===== src/rtl/uart_tx_mmio.sv =====
// Memory-mapped 8N1 UART transmitter with a byte FIFO, programmable baud divisor
// and registered one-cycle read data for the core's synchronous memory port.
module uart_tx_mmio #(
  parameter int                 REG_LEN     = 32,
  parameter logic [REG_LEN-1:0] BASE_ADDR   = 32'h8000_0000,
  parameter int                 FIFO_DEPTH  = 8,
  parameter logic [15:0]        DEFAULT_DIV = 16'd434
) (
  input  logic               clk,
  input  logic               rst,
  input  logic [REG_LEN-1:0] addr,
  input  logic [REG_LEN-1:0] wdata,
  input  logic               we,
  input  logic [3:0]         be,
  output logic [REG_LEN-1:0] rdata,
  output logic               txd,
  output logic               irq
);

  localparam int PW = $clog2(FIFO_DEPTH);
  localparam int CW = PW + 1;

  typedef enum logic [1:0] {IDLE, START, DATA, STOP} state_t;

  state_t           state;
  logic [7:0]       fifo_mem [FIFO_DEPTH];
  logic [PW-1:0]    wr_ptr;
  logic [PW-1:0]    rd_ptr;
  logic [CW-1:0]    count;
  logic [CW-1:0]    count_next;
  logic             overflow;
  logic [15:0]      div;
  logic [15:0]      div_wr;
  logic [15:0]      tick;
  logic [2:0]       bit_cnt;
  logic [7:0]       shreg;

  logic             hit;
  logic [1:0]       offset;
  logic             wr_data;
  logic             wr_div;
  logic             clr_ovf;
  logic             fifo_full;
  logic             fifo_empty;
  logic             bit_end;
  logic             pop;
  logic             push;
  logic             drop;
  logic             idle_next;
  logic [REG_LEN-1:0] status_word;
  logic             unused_bits;

  assign hit     = (addr[REG_LEN-1:4] == BASE_ADDR[REG_LEN-1:4]);
  assign offset  = addr[3:2];
  assign wr_data = hit && we && (offset == 2'd0) && be[0];
  assign clr_ovf = hit && we && (offset == 2'd1) && be[0] && wdata[3];
  assign wr_div  = hit && we && (offset == 2'd2) && (be[0] || be[1]);

  assign unused_bits = ^{addr[1:0], wdata[REG_LEN-1:16], be[3:2]};

  assign fifo_full  = (count == CW'(FIFO_DEPTH));
  assign fifo_empty = (count == '0);

  // A bit period ends on the cycle the tick counter has run down to zero.
  assign bit_end = (state != IDLE) && (tick == '0);

  // The shifter takes a byte either from idle or straight out of a stop bit.
  assign pop  = !fifo_empty && ((state == IDLE) || ((state == STOP) && bit_end));
  assign push = wr_data && (!fifo_full || pop);
  assign drop = wr_data && fifo_full && !pop;

  assign idle_next = !pop && ((state == IDLE) || ((state == STOP) && bit_end));

  // NOTE: every variable assigned in always_comb gets a default first so no latch is inferred.
  always_comb begin
    count_next = count;
    if (push && !pop) begin
      count_next = count + 1'b1;
    end else if (pop && !push) begin
      count_next = count - 1'b1;
    end
  end

  always_comb begin
    div_wr = div;
    if (be[0]) div_wr[7:0]  = wdata[7:0];
    if (be[1]) div_wr[15:8] = wdata[15:8];
  end

  always_comb begin
    status_word       = '0;
    status_word[0]    = fifo_full;
    status_word[1]    = fifo_empty;
    status_word[2]    = (state != IDLE);
    status_word[3]    = overflow;
    status_word[11:8] = 4'(count);
  end

  // Reads sample pre-write register state, so a same-cycle write is not visible.
  always_ff @(posedge clk) begin
    if (rst) begin
      rdata <= '0;
    end else if (!hit) begin
      rdata <= '0;
    end else begin
      case (offset)
        2'd1:    rdata <= status_word;
        2'd2:    rdata <= REG_LEN'(div);
        default: rdata <= '0;
      endcase
    end
  end

  // NOTE: FIFO storage is deliberately not reset; the pointers and count define which entries are valid.
  always_ff @(posedge clk) begin
    if (push) begin
      fifo_mem[wr_ptr] <= wdata[7:0];
    end
  end

  // NOTE: sequential state uses non-blocking assignments only, so every register sees pre-edge values.
  always_ff @(posedge clk) begin
    if (rst) begin
      wr_ptr   <= '0;
      rd_ptr   <= '0;
      count    <= '0;
      overflow <= 1'b0;
    end else begin
      if (push) wr_ptr <= wr_ptr + 1'b1;
      if (pop)  rd_ptr <= rd_ptr + 1'b1;
      count <= count_next;
      if (drop) begin
        overflow <= 1'b1;
      end else if (clr_ovf) begin
        overflow <= 1'b0;
      end
    end
  end

  always_ff @(posedge clk) begin
    if (rst) begin
      div <= DEFAULT_DIV;
    end else if (wr_div) begin
      div <= (div_wr == '0) ? 16'd1 : div_wr;
    end
  end

  // Transmit FSM; the divisor is only sampled at bit starts, so DIV writes apply at the next boundary.
  always_ff @(posedge clk) begin
    if (rst) begin
      state   <= IDLE;
      txd     <= 1'b1;
      irq     <= 1'b1;
      tick    <= '0;
      bit_cnt <= '0;
      shreg   <= '0;
    end else begin
      irq <= (count_next == '0) && idle_next;
      case (state)
        IDLE: begin
          if (pop) begin
            shreg <= fifo_mem[rd_ptr];
            state <= START;
            txd   <= 1'b0;
            tick  <= div - 1'b1;
          end
        end
        START: begin
          if (bit_end) begin
            state   <= DATA;
            txd     <= shreg[0];
            shreg   <= {1'b0, shreg[7:1]};
            bit_cnt <= '0;
            tick    <= div - 1'b1;
          end else begin
            tick <= tick - 1'b1;
          end
        end
        DATA: begin
          if (bit_end) begin
            tick <= div - 1'b1;
            if (bit_cnt == 3'd7) begin
              state <= STOP;
              txd   <= 1'b1;
            end else begin
              bit_cnt <= bit_cnt + 1'b1;
              txd     <= shreg[0];
              shreg   <= {1'b0, shreg[7:1]};
            end
          end else begin
            tick <= tick - 1'b1;
          end
        end
        STOP: begin
          if (bit_end) begin
            if (pop) begin
              shreg <= fifo_mem[rd_ptr];
              state <= START;
              txd   <= 1'b0;
              tick  <= div - 1'b1;
            end else begin
              state <= IDLE;
              txd   <= 1'b1;
            end
          end else begin
            tick <= tick - 1'b1;
          end
        end
        default: state <= IDLE;
      endcase
    end
  end

endmodule


===== config.mk =====
export PLATFORM = sky130hd
export DESIGN_NAME = uart_tx_mmio
export DESIGN_NICKNAME = d
export VERILOG_FILES = /design/src/rtl/uart_tx_mmio.sv
export SDC_FILE = /design/constraint.sdc
export NUM_CORES = 1
export LEC_CHECK = 0
export ABC_AREA = 1
export CAP_MARGIN = 25
export CORE_MARGIN = 5
export CORE_UTILIZATION = 46
export DETAILED_ROUTE_END_ITERATION = 16
export PLACE_DENSITY = 0.67
export SETUP_SLACK_MARGIN = 0.4
export SLEW_MARGIN = 5
export SYNTH_ARGS = -nofsm -noshare
export SYNTH_HDL_FRONTEND = slang
export SYNTH_SLANG_ARGS = --single-unit

===== constraint.sdc =====
create_clock -name clk -period 3.8 [get_ports clk]
set_input_delay 0.76 -clock clk [delete_from_list [all_inputs] [get_ports clk]]
set_output_delay 0.76 -clock clk [all_outputs]
set_load 0.05 [all_outputs]

; ---- Yosys cells after proc, flatten, opt, wreduce, memory -nomap -nowiden
; Memories as Yosys holds them, arrays and structs flattened. A register that Yosys moved wholly into a read port is not among the register bits.
; Index checks and enable logic that the tools add are counted.
[totals]
register_bits = 90
latch_bits = 0
ram_bits = 64
mem_bits_ro = 0
input_bits = 71
elab_cells = 115
mem_count = 1
[classes]
add_sub_neg = 7
n_mul = 0
div = 0
order_cmp = 0
n_eq_ne = 14
n_shift = 0
muxes = 40
bitwise_logic = 1
reduce_logical = 40
[memory_table]
columns = memory, depth, word_bits, rd, rd_ports_with_merged_regs, wr, line
row1 = fifo_mem, 8, 8, 1, 1, 1, 26  ; logic [7:0] fifo_mem [FIFO_DEPTH];
[ops]
columns = operator, n
row1 = $mux 16, 4
row2 = $mux 8, 7
row3 = $pmux 16 s3, 1
row4 = $logic_not 16->1, 2
row5 = $pmux 16 s2, 1
row6 = $pmux 8 s4, 1
row7 = $sub 16x1->16 const B, 2
row8 = $eq 28x28->1 const B, 1
row9 = $logic_and 1x1->1, 18
row10 = $mux 3, 5
row11 = $ne 2x2->1 const B, 6
row12 = $reduce_and 4->1, 3
row13 = $mux 1, 11
row14 = $mux 2, 5
row15 = $add 3x1->3 const B, 3
row16 = $logic_not 4->1, 2
row17 = $mux 4, 2
row18 = $pmux 2 s4, 1
row19 = $eq 2x2->1 const B, 3
row20 = $pmux 3 s2, 1
row21 = $reduce_bool 2->1, 3
row22 = $reduce_and 5->1, 1
row23 = $add 4x1->4 const B, 1
row24 = $eq 2x1->1 const B, 2
row25 = 9 further kinds, 16

; ---- Depth between registers and ports, before layout
; Gate-level depths: netlist of run 1.
[logic_depth]
depth_word = 13
mapped_depth = 16
mapped_depth_nobuf = 16

; ---- Worst setup path before layout of run 1
; Ideal clock, no wire load.
[synth_path]
path_type = in2reg
from = in addr[29]
to = mem fifo_mem[5][0] (enable)
setup_ps = 383
t_arrival_ps = 2482
setup_slack_ps = 935
cell_stages = 10
path_buffers = 0
path_cell_list = or2_0 -> nor2_1 -> nand2_1 -> nor2_4 -> nand3_2 -> nor2_2 -> inv_1 -> nor2_1 -> inv_2 -> nor3_1
[synth_between]
elab_chain_len = 7
[synth_rtl]
columns = element, line
row1 = "start, declared", 11  ; input logic [REG_LEN-1:0] addr,
row2 = $eq 28x28->1, 53  ; assign hit = (addr[REG_LEN-1:4] == BASE_ADDR[REG_LEN-1:4]);
row3 = $logic_and 1x1->1 (3 in a row), 55  ; assign wr_data = hit && we && (offset == 2'd0) && be[0];
row4 = $logic_and 1x1->1, 69  ; assign push = wr_data && (!fifo_full || pop);
row5 = $mux 1, 116  ; if (push) begin
row6 = $mux 1 (not written as such), 117  ; fifo_mem[wr_ptr] <= wdata[7:0];
row7 = "end, declared", 26
; Every way passes these cells.

; ---- Worst setup path after layout of run 1
[layout_path]
from = in addr[29]
to = mem fifo_mem[7][1] (enable)
; The elaborated chain is that of the path after synthesis.

==> flow_results.xml, run 1 <==
<?xml version="1.0" encoding="UTF-8"?>
<metrics>
  <group name="status">
    <metric name="outcome" unit="">complete, no violations</metric>
  </group>
  <group name="global_routing">
    <metric name="antenna_found_initial" unit="">0</metric>
    <metric name="global_route.usage.total" unit="%">20.7</metric>
    <metric name="first_global_vias" unit="">5925</metric>
    <metric name="globalRoute.totalOverflow" unit="">0</metric>
    <metric name="wire_length_of_the_first_global_routing_pass" unit="um">30000</metric>
    <metric name="grt_max_degree" unit="">36</metric>
  </group>
  <group name="cts">
    <metric name="cts_hold_buffers" unit="">0</metric>
    <metric name="cts_buffers" unit="">17</metric>
    <metric name="clock_sink_count" unit="">141</metric>
    <metric name="root_buf_cell" unit="">clkbuf_16</metric>
    <metric name="clk_latency" unit="ps">420</metric>
    <metric name="post_cts.repair.setup_buffers" unit="">0</metric>
    <metric name="cts_resized" unit="">0</metric>
    <metric name="tritoncts" unit="">built</metric>
    <metric name="worst_setup_hold_path_clk_slew" unit="ps">60</metric>
    <metric name="ctsHtreeMaxLevel" unit="">4</metric>
    <metric name="clock_path_buffers" unit="">2</metric>
  </group>
  <group name="critical_path">
    <metric name="worstRegToRegCells" unit="">12</metric>
    <metric name="reg2reg_to" unit="">shreg[4]</metric>
    <metric name="worstSetupPathType" unit="">in2reg</metric>
    <metric name="critical_path_arrival" unit="ps">2900</metric>
    <metric name="critical_path_s_most_frequent_cell" unit="">nor2_1</metric>
    <metric name="worstPathBufferInverterCount" unit="">4</metric>
    <metric name="setup.worst_path.start_class" unit="">primary input</metric>
    <metric name="timing.critical_path.required" unit="ps">3920</metric>
    <metric name="critPathMaxStageDelay" unit="ps">390</metric>
    <metric name="cpMaxStageDelayCell" unit="">clkdlybuf4s50_1</metric>
    <metric name="critical_path.cell_chain" unit="">clkdlybuf4s50_1 &gt; or2_0 &gt; nor2_1 &gt; nand2_1 &gt; nor2_4 &gt; nand3_2 &gt; nor2_2 &gt; inv_1 &gt; nor2_1 &gt; inv_2 &gt; nor3_1 &gt; buf_4</metric>
    <metric name="worstReg2RegStart" unit="">state[0]</metric>
    <metric name="setup_slack_reg_to_reg" unit="ps">1160</metric>
    <metric name="crit_path_max_fanout" unit="">8</metric>
    <metric name="critPathCaptureType" unit="">flip-flop</metric>
    <metric name="worst_path_dominant_cell_family" unit="">simple AND/OR/NAND/NOR gates</metric>
  </group>
  <group name="route">
    <metric name="vias" unit="">6258</metric>
    <metric name="wirelength" unit="um">18200</metric>
    <metric name="drt_iter0_markers" unit="">369</metric>
    <metric name="detailedRoute.firstPassIterationCount" unit="">5</metric>
    <metric name="detail-route-antenna-nets" unit="">0</metric>
    <metric name="routed_via_density" unit="">5.24</metric>
    <metric name="wl_per_cell" unit="um">15.3</metric>
    <metric name="drc" unit="">0</metric>
  </group>
  <group name="finish">
    <metric name="fin_nets" unit="">1054</metric>
    <metric name="finished_layout_cell_area" unit="um^2">8760</metric>
    <metric name="antenna-diode-count" unit="">0</metric>
    <metric name="syn_to_final_growth" unit="%">19.9</metric>
    <metric name="filler_cells_inserted" unit="">1460</metric>
    <metric name="drive_gt1_share" unit="%">7.98</metric>
  </group>
  <group name="synth">
    <metric name="synth-edff-count" unit="">64</metric>
    <metric name="synthesized_instance_count" unit="">894</metric>
    <metric name="synthesis.yosys.warnings" unit="">0</metric>
    <metric name="synth_cell_type_count" unit="">47</metric>
    <metric name="syn_area" unit="um^2">7300</metric>
    <metric name="syn_area_cell" unit="um^2">8.17</metric>
    <metric name="seq_area_frac_synth" unit="%">47.4</metric>
    <metric name="synth_async_sr_flop_share" unit="%">0</metric>
    <metric name="synth_seq_cells" unit="">141</metric>
    <metric name="synth-main-ff-cell" unit="">dfxtp_1</metric>
  </group>
  <group name="place">
    <metric name="post_dp_cell_area" unit="um^2">8160</metric>
    <metric name="port_buffers" unit="">68</metric>
    <metric name="hpwl_after_dpl" unit="um">12900</metric>
    <metric name="final_weighted_congestion_of_routability_driven_global_placement" unit="">0.871</metric>
  </group>
  <group name="timing">
    <metric name="max_slew_violations" unit="">0</metric>
    <metric name="grt_setup_unrepaired" unit="">no</metric>
    <metric name="finalHoldViolations" unit="">0</metric>
    <metric name="total_negative_setup_slack" unit="ps">0</metric>
    <metric name="final.setup_skew" unit="ps">9.93</metric>
    <metric name="setup_viol" unit="">0</metric>
    <metric name="worst_pin_slew" unit="ps">929</metric>
    <metric name="slew-limit-headroom" unit="%">38.0</metric>
    <metric name="period_share" unit="%">73.1</metric>
    <metric name="achievable-frequency" unit="MHz">360</metric>
    <metric name="layout_min_cycle_time" unit="ps">2780</metric>
  </group>
  <group name="flow_run">
    <metric name="max_cap_viol_count" unit="">0</metric>
  </group>
  <group name="floorplan">
    <metric name="num_io_pins" unit="">105</metric>
    <metric name="dieWidth" unit="um">136</metric>
    <metric name="design.core.area" unit="um^2">15700</metric>
    <metric name="initial_core_util" unit="%">46.5</metric>
    <metric name="dieHeight" unit="um">136</metric>
    <metric name="core.rowCount" unit="">46</metric>
    <metric name="die-area" unit="um^2">18500</metric>
  </group>
  <group name="power_and_ir_drop">
    <metric name="static-leakage-power" unit="nW">3.38</metric>
    <metric name="vdd.ir_drop.worst" unit="mV">0.352</metric>
    <metric name="p_per_area" unit="nW/um^2">561</metric>
  </group>
  <group name="worst_hold_path">
    <metric name="hold_path.startpoint" unit="">rd_ptr[2]</metric>
    <metric name="whs_endpoint" unit="">rd_ptr[2]</metric>
    <metric name="holdCritPathClass" unit="">reg2reg</metric>
    <metric name="timing.hold.worst_path_depth" unit="">2</metric>
  </group>
</metrics>
==> cells by family (layout without fill, tap and decap cells) <==
logic type               count (synthesis)  after routing  share of synthesized area (%)
AO/OA/AOI/OAI                          205            205                           16.2
buffers and inverters                  124            193                           7.69
AND/OR/NAND/NOR                        383            383                           22.9
other                                    1             16                         0.0514
adder cells (fa/ha/maj)                 18             18                           3.08
XOR/XNOR                                22             22                           2.64
flip-flops                             141            141                           47.4
==> where the power goes <==
part           switching, W  total [W]  internal (W)
Clock              0.000645    0.00164      0.000995
Sequential        0.0000742    0.00174       0.00167
Combinational      0.000993    0.00153      0.000534
Total               0.00171    0.00491       0.00320
==> metrics by stage <==
step | total power, W | std cells | utilization (%) | worst slack [ps] | hold slack, ps
global placement | 0.00329 | 1162 | 52.0 | 610 | 452
detailed placement | 0.00329 | 1162 | 52.0 | 591 | 453
floorplan | 0.00296 | 909 | - | 935 | 425
CTS | 0.00493 | 1194 | 55.7 | 1030 | 461
finish | 0.00491 | 1194 | 55.7 | 1020 | 458
global route | 0.00523 | 1194 | 55.7 | 753 | 480
==> flip-flops by register name, summed over array words and instances, names as in the netlist, named ones only <==
| register | cells |
|---|---|
| overflow | 1 |
| tick | 16 |
| count | 4 |
| rd_ptr | 3 |
| txd | 1 |
| state | 2 |
| bit_cnt | 3 |
| wr_ptr | 3 |
| rdata | 16 |
| shreg | 8 |
| irq | 1 |
| fifo_mem | 64 |
| div | 16 |
==> cell usage in the layout (no fill, tap or decap), types with 6 or more instances in the layout <==
cell             Yosys  layout
nand2_1            184     184
dfxtp_1             77      77
o22ai_1             14      14
nor2_1              98      98
ha_1                18      18
clkdlybuf4s50_1      0      68
conb_1               1      16
o21ai_0             77      77
a21oi_1             62      62
o211ai_1            21      21
o221ai_1             6       6
a22oi_1              6       6
nand4_1              7       7
buf_4               18      18
edfxtp_1            64      64
nand3_1             42      42
xor2_1              21      21
clkbuf_16            0      19
inv_1               66      66
nor3_1              24      24
nor2_2               8       8
==> Yosys cell counts (all sizes together), types with 4 or more instances <==
cell type	count	area share (%)
edfxtp	64	26
o21ai	85	6.0
nand4	8	0.77
a21oi	63	4.5
ha	18	3.1
a22oi	6	0.62
buf	28	2.8
clkinv	4	0.21
inv	71	3.7
clkbuf	21	1.1
nand2	186	9.6
o211ai	21	2.2
nor2	111	6.5
o22ai	14	1.2
o221ai	6	0.72
nor3	25	1.8
dfxtp	77	21
nor4	4	0.43
nand3	45	3.4
xor2	21	2.5
==> how the worst max path moves through the flow <==
stage / slack [ps] / to / start / cells past startpoint
2_1_floorplan: 930 / fifo_mem[5][0] / addr[29] / 10
3_3_place_gp: 610 / fifo_mem[7][0] / addr[29] / 12
3_5_place_dp: 590 / fifo_mem[7][0] / addr[29] / 12
4_1_cts: 1030 / fifo_mem[3][5] / addr[27] / 13
5_1_grt: 750 / fifo_mem[7][5] / addr[11] / 13
6_report: 1020 / fifo_mem[7][1] / addr[29] / 12
==> per-layer routing <==
layer,track usage (%),vias to the layer above,part of all wire (%)
met2,34.2,189,47
met5,0,-,0
met3,4.48,33,6.6
met1,26.9,2888,44
li1,-,3148,-
met4,7.45,0,2.2
==> worst register-to-register path: cells and delay by family (launching register included) <==
family | cells | cell delay [ps]
adder cells (fa/ha/maj) | 1 | 270
flip-flops | 1 | 400
AO/OA/AOI/OAI | 4 | 850
AND/OR/NAND/NOR | 4 | 430
buffers and inverters | 3 | 600
==> cell type report <==
cell class | instances | area (um^2) | share of cell area [%]
Clock buffer | 22 | 490 | 5.60
Clock inverter | 10 | 104 | 1.19
Inverter | 75 | 282 | 3.21
Multi-Input combinational cell | 644 | 3330 | 38.0
Sequential cell | 141 | 3460 | 39.5
Tap cell | 216 | 270 | 3.09
Timing Repair Buffer | 86 | 816 | 9.32
Note: power is estimated with default switching activity, not from simulation.
==> run 2, diff against run 1 <==
- clock period: 3.8 -> 2.8 ns (I/O delays scaled with it)
==> flow_results.xml, run 2 (synthesized netlist as in run 1, its figures left out) <==
<?xml version="1.0" encoding="UTF-8"?>
<metrics>
  <group name="timing">
    <metric name="grt_setup_unrepaired" unit="">no</metric>
    <metric name="final.setup_skew" unit="ps">7.05</metric>
    <metric name="max_slew_violations" unit="">0</metric>
    <metric name="period_share" unit="%">80.7</metric>
    <metric name="achievable-frequency" unit="MHz">443</metric>
    <metric name="final.hold.worst_slack" unit="ps">465</metric>
    <metric name="layout_min_cycle_time" unit="ps">2260</metric>
    <metric name="finalHoldViolations" unit="">0</metric>
    <metric name="worst_pin_slew" unit="ps">884</metric>
    <metric name="total_negative_setup_slack" unit="ps">0</metric>
    <metric name="post-route-worst-setup-slack" unit="ps">542</metric>
    <metric name="slew-limit-headroom" unit="%">41.0</metric>
    <metric name="setup_viol" unit="">0</metric>
  </group>
  <group name="global_routing">
    <metric name="wire_length_of_the_first_global_routing_pass" unit="um">30200</metric>
    <metric name="antenna_found_initial" unit="">0</metric>
    <metric name="globalRoute.totalOverflow" unit="">0</metric>
    <metric name="first_global_vias" unit="">5997</metric>
    <metric name="global_route.usage.total" unit="%">20.8</metric>
    <metric name="grt_max_degree" unit="">36</metric>
  </group>
  <group name="power_and_ir_drop">
    <metric name="p_total" unit="W">0.00678</metric>
    <metric name="static-leakage-power" unit="nW">3.49</metric>
    <metric name="p_per_area" unit="nW/um^2">753</metric>
    <metric name="vdd.ir_drop.worst" unit="mV">0.416</metric>
  </group>
  <group name="worst_hold_path">
    <metric name="timing.hold.worst_path_depth" unit="">2</metric>
    <metric name="holdCritPathClass" unit="">reg2reg</metric>
    <metric name="hold_path.startpoint" unit="">shreg[2]</metric>
    <metric name="whs_endpoint" unit="">shreg[2]</metric>
  </group>
  <group name="finish">
    <metric name="antenna-diode-count" unit="">0</metric>
    <metric name="fin_nets" unit="">1072</metric>
    <metric name="drive_gt1_share" unit="%">11.7</metric>
    <metric name="syn_to_final_growth" unit="%">23.4</metric>
    <metric name="filler_cells_inserted" unit="">1442</metric>
    <metric name="mostFrequentLayoutCell" unit="">nand2_1</metric>
    <metric name="final_cell_mix" unit="">183 x nand2_1, 97 x nor2_1, 77 x o21ai_0, 74 x dfxtp_1, 68 x clkdlybuf4s50_1</metric>
    <metric name="post-route-util" unit="%">57.3</metric>
    <metric name="max_flop_register" unit="">fifo_mem</metric>
    <metric name="flip_flop_count_of_the_largest_register_after_layout" unit="">64</metric>
  </group>
  <group name="flow_run">
    <metric name="max_cap_viol_count" unit="">0</metric>
  </group>
  <group name="critical_path">
    <metric name="reg2reg_to" unit="">fifo_mem[2][3]</metric>
    <metric name="timing.critical_path.required" unit="ps">2930</metric>
    <metric name="critPathCaptureType" unit="">flip-flop</metric>
    <metric name="worstSetupPathType" unit="">reg2reg</metric>
    <metric name="critical_path_arrival" unit="ps">2390</metric>
    <metric name="worstReg2RegStart" unit="">state[0]</metric>
    <metric name="worstRegToRegCells" unit="">13</metric>
    <metric name="crit_path_max_fanout" unit="">8</metric>
    <metric name="setup.worst_path.start_class" unit="">flip-flop</metric>
    <metric name="setup_slack_reg_to_reg" unit="ps">540</metric>
  </group>
  <group name="place">
    <metric name="port_buffers" unit="">68</metric>
    <metric name="hpwl_after_dpl" unit="um">13300</metric>
    <metric name="dp_worst_setup_slack" unit="ps">130</metric>
    <metric name="final_weighted_congestion_of_routability_driven_global_placement" unit="">0.904</metric>
  </group>
  <group name="floorplan">
    <metric name="num_io_pins" unit="">105</metric>
    <metric name="dieHeight" unit="um">136</metric>
    <metric name="dieWidth" unit="um">136</metric>
    <metric name="die-area" unit="um^2">18500</metric>
    <metric name="core.rowCount" unit="">46</metric>
    <metric name="design.core.area" unit="um^2">15700</metric>
    <metric name="initial_core_util" unit="%">46.5</metric>
  </group>
  <group name="cts">
    <metric name="clock_path_buffers" unit="">2</metric>
    <metric name="root_buf_cell" unit="">clkbuf_16</metric>
    <metric name="clk_latency" unit="ps">420</metric>
    <metric name="cts_hold_buffers" unit="">0</metric>
    <metric name="worst_setup_hold_path_clk_slew" unit="ps">60</metric>
    <metric name="cts_buffers" unit="">17</metric>
    <metric name="clock_sink_count" unit="">141</metric>
    <metric name="ctsHtreeMaxLevel" unit="">4</metric>
    <metric name="tritoncts" unit="">built</metric>
  </group>
  <group name="route">
    <metric name="wl_per_cell" unit="um">15.4</metric>
    <metric name="drt_iter0_markers" unit="">394</metric>
    <metric name="routed_via_density" unit="">5.19</metric>
    <metric name="drc" unit="">0</metric>
    <metric name="detailedRoute.firstPassIterationCount" unit="">5</metric>
    <metric name="wirelength" unit="um">18600</metric>
    <metric name="vias" unit="">6287</metric>
    <metric name="detail-route-antenna-nets" unit="">0</metric>
  </group>
  <group name="status">
    <metric name="outcome" unit="">complete, no violations</metric>
  </group>
</metrics>
run 2: power breakdown:
part	internal (W)	switching [W]	leakage (nW)	total, W
Combinational	0.000808	0.00140	2.01	0.00221
Clock	0.00125	0.000943	0.280	0.00220
Sequential	0.00227	0.000107	1.20	0.00238
Total	0.00433	0.00245	3.49	0.00678
run 2: per-layer routing:
layer | part of all wire, % | up-vias | GRT usage (%)
li1 | - | 3194 | -
met1 | 45 | 2889 | 26.7
met2 | 48 | 175 | 34.4
met3 | 5.4 | 29 | 4.85
met4 | 1.9 | 0 | 7.45
met5 | 0 | - | 0
run 2: cell type report:
| type | count | area [um^2] | area share, % |
|---|---|---|---|
| inverter | 75 | 287 | 3.18 |
| clock buffer | 17 | 425 | 4.72 |
| multi-input combinational | 644 | 3420 | 38.0 |
| clock inverter | 15 | 151 | 1.68 |
| timing repair buffer | 104 | 982 | 10.9 |
| tap | 216 | 270 | 3.00 |
| sequential | 141 | 3470 | 38.5 |
run 2: stage by stage:
stage | area (um^2) | cells
CTS | 8900 | 1211
detailed placement | 8310 | 1179
finish | 9010 | 1212
global placement | 8310 | 1179
floorplan | 7380 | 909
global route | 9010 | 1212
run 2: how the worst max path moves through the flow:
stage	startpoint	end	depth (start not counted)
finish	state[0]	fifo_mem[2][3]	13
global route	state[0]	fifo_mem[2][3]	13
CTS	tick[0]	fifo_mem[5][3]	15
detailed placement	addr[29]	fifo_mem[5][0]	12
global placement	addr[29]	fifo_mem[3][0]	12
floorplan	addr[29]	fifo_mem[4][0]	8
run 2: worst max-delay path, cell delays in order, from the launching register on:
cell and delay (ps):
dfxtp_4 370, inv_2 60, ha_4 170, nor2_1 80, nand2_1 90, nor2_4 140, nand3_4 110, nand2_1 80
nor2_1 80, nor2_2 180, buf_4 150, nand2_2 90, nor3_2 190, buf_6 170
run 2: timing repair:
action                                  CTS  global route
setup buffers                             0             1
gates resized for setup                   4            26
endpoints found under the setup margin   65            89
pin swaps                                 0             4
==> run 3, diff against run 2 <==
- clock period: 2.8 -> 2.27 ns (I/O delays scaled with it)
==> flow_results.xml, run 3 (synthesized netlist as in run 1, its figures left out) <==
<?xml version="1.0" encoding="UTF-8"?>
<metrics>
  <group name="power_and_ir_drop">
    <metric name="pwr-share-clk" unit="%">29.1</metric>
    <metric name="p_int" unit="W">0.00545</metric>
    <metric name="seq_power_share" unit="%">33.9</metric>
    <metric name="total_switching_power" unit="W">0.00315</metric>
    <metric name="pwr-share-comb" unit="%">37.0</metric>
    <metric name="p_per_area" unit="nW/um^2">865</metric>
    <metric name="vdd.ir_drop.worst" unit="mV">0.560</metric>
    <metric name="static-leakage-power" unit="nW">4.01</metric>
    <metric name="p_total" unit="W">0.00860</metric>
    <metric name="p_sw_share" unit="%">36.6</metric>
  </group>
  <group name="floorplan">
    <metric name="dieWidth" unit="um">136</metric>
    <metric name="design.core.area" unit="um^2">15700</metric>
    <metric name="initial_core_util" unit="%">46.5</metric>
    <metric name="die-area" unit="um^2">18500</metric>
    <metric name="core.rowCount" unit="">46</metric>
    <metric name="dieHeight" unit="um">136</metric>
    <metric name="num_io_pins" unit="">105</metric>
  </group>
  <group name="timing">
    <metric name="max_slew_violations" unit="">0</metric>
    <metric name="grt_setup_unrepaired" unit="">yes</metric>
    <metric name="worst_pin_slew" unit="ps">531</metric>
    <metric name="finalHoldViolations" unit="">0</metric>
    <metric name="setup_viol" unit="">0</metric>
    <metric name="final.setup_skew" unit="ps">9.50</metric>
    <metric name="achievable-frequency" unit="MHz">473</metric>
    <metric name="total_negative_setup_slack" unit="ps">0</metric>
    <metric name="period_share" unit="%">93.2</metric>
    <metric name="slew-limit-headroom" unit="%">64.7</metric>
    <metric name="layout_min_cycle_time" unit="ps">2120</metric>
  </group>
  <group name="critical_path">
    <metric name="crit_path_max_fanout" unit="">4</metric>
    <metric name="worstSetupPathType" unit="">in2reg</metric>
    <metric name="timing.critical_path.required" unit="ps">2420</metric>
    <metric name="critical_path_arrival" unit="ps">2260</metric>
    <metric name="critPathCaptureType" unit="">flip-flop</metric>
    <metric name="setup.worst_path.start_class" unit="">primary input</metric>
  </group>
  <group name="route">
    <metric name="detailedRoute.firstPassIterationCount" unit="">5</metric>
    <metric name="vias" unit="">6728</metric>
    <metric name="drc" unit="">0</metric>
    <metric name="routed_via_density" unit="">5.25</metric>
    <metric name="wirelength" unit="um">20500</metric>
    <metric name="drt_iter0_markers" unit="">500</metric>
    <metric name="wl_per_cell" unit="um">16.0</metric>
    <metric name="detail-route-antenna-nets" unit="">0</metric>
  </group>
  <group name="finish">
    <metric name="fin_nets" unit="">1141</metric>
    <metric name="drive_gt1_share" unit="%">22.1</metric>
    <metric name="final_cell_mix" unit="">170 x nand2_1, 89 x nor2_1, 79 x buf_4, 74 x dfxtp_1, 69 x o21ai_0</metric>
    <metric name="multi_input_area" unit="um^2">3730</metric>
    <metric name="area.sequential" unit="um^2">3470</metric>
    <metric name="flip_flop_count_of_the_largest_register_after_layout" unit="">64</metric>
    <metric name="antenna-diode-count" unit="">0</metric>
    <metric name="max_flop_register" unit="">fifo_mem</metric>
    <metric name="filler_cells_inserted" unit="">1361</metric>
    <metric name="syn_to_final_growth" unit="%">36.1</metric>
    <metric name="final-instance-count-excl-fill" unit="">1281</metric>
    <metric name="mostFrequentLayoutCell" unit="">nand2_1</metric>
  </group>
  <group name="place">
    <metric name="hpwl_after_dpl" unit="um">14300</metric>
    <metric name="port_buffers" unit="">68</metric>
    <metric name="placed_cells_incl_taps" unit="">1231</metric>
    <metric name="final_weighted_congestion_of_routability_driven_global_placement" unit="">0.923</metric>
  </group>
  <group name="global_routing">
    <metric name="grt_max_degree" unit="">36</metric>
    <metric name="antenna_found_initial" unit="">0</metric>
    <metric name="wire_length_of_the_first_global_routing_pass" unit="um">33100</metric>
    <metric name="first_global_vias" unit="">6518</metric>
    <metric name="globalRoute.totalOverflow" unit="">0</metric>
    <metric name="global_route.usage.total" unit="%">22.9</metric>
  </group>
  <group name="cts">
    <metric name="cts_buffers" unit="">17</metric>
    <metric name="root_buf_cell" unit="">clkbuf_16</metric>
    <metric name="clock_path_buffers" unit="">2</metric>
    <metric name="tritoncts" unit="">built</metric>
    <metric name="clk_latency" unit="ps">430</metric>
    <metric name="worst_setup_hold_path_clk_slew" unit="ps">60</metric>
    <metric name="clock_sink_count" unit="">141</metric>
    <metric name="ctsHtreeMaxLevel" unit="">4</metric>
  </group>
  <group name="worst_hold_path">
    <metric name="holdCritPathClass" unit="">reg2reg</metric>
  </group>
  <group name="flow_run">
    <metric name="max_cap_viol_count" unit="">0</metric>
  </group>
  <group name="status">
    <metric name="outcome" unit="">complete, no violations</metric>
  </group>
</metrics>
==> run 3: cell type report <==
class	instances	share of cell area, %
multi-input cells	644	37.5
flip-flops and latches	141	34.9
repair buffers	173	16.5
clock buffers	20	4.39
inverters	75	3.06
well taps	216	2.72
clock inverters	12	0.907
==> run 3: metal layers <==
layer | up-vias | GRT usage (%) | routed length [um]
li1 | 3333 | - | -
met1 | 3134 | 29.7 | 8850
met2 | 222 | 37.6 | 9890
met3 | 39 | 4.89 | 1200
met4 | 0 | 8.85 | 563
met5 | - | 0 | 0
==> run 3: worst paths after layout <==
check | to | start | slack (ps) | depth (start not counted)
max | fifo_mem[1][1] | addr[29] | 150 | 12
min | flip-flop | rd_ptr[2] | 450 | 2
max reg2reg | fifo_mem[1][1] | tick[1] | 170 | 15
min reg2reg | flip-flop | rd_ptr[2] | 450 | 2
==> run 3: repair_timing <==
item	CTS	global route
cloned	3	0
endpoints found under the setup margin	115	118
pin swaps	12	16
hold buffers	0	0
buffers inserted	11	4
resized for setup	76	54
==> run 3: power by group through the flow <==
stage                     Clock, W  Combinational (W)  Sequential, W
after floorplan                  0            0.00199        0.00298
after global placement           0            0.00283        0.00296
after detailed placement         0            0.00287        0.00296
after CTS                  0.00254            0.00300        0.00291
after global routing       0.00267            0.00356        0.00293
final                      0.00250            0.00319        0.00291
==> run 3: through the flow <==
step                hold slack (ps)  instance area (um^2)  setup slack [ps]  utilization [%]
CTS                             460                  9710               209             61.8
floorplan                       425                  7450               114                -
global route                    484                  9940             -7.50             63.2
finish                          453                  9940               154             63.2
detailed placement              454                  8800              -260             56.0
global placement                446                  8800              -246             56.0
==> run 3: critical path, cell delays in order <==
cell and delay (ps):
clkdlybuf4s50_1 390, or2_0 210, nor2_1 90, nand2_1 90, nor2_4 150, nand3_4 90, nor2_4 160, inv_2 60
nor2_4 120, clkinv_4 110, nor3_4 190, buf_6 150
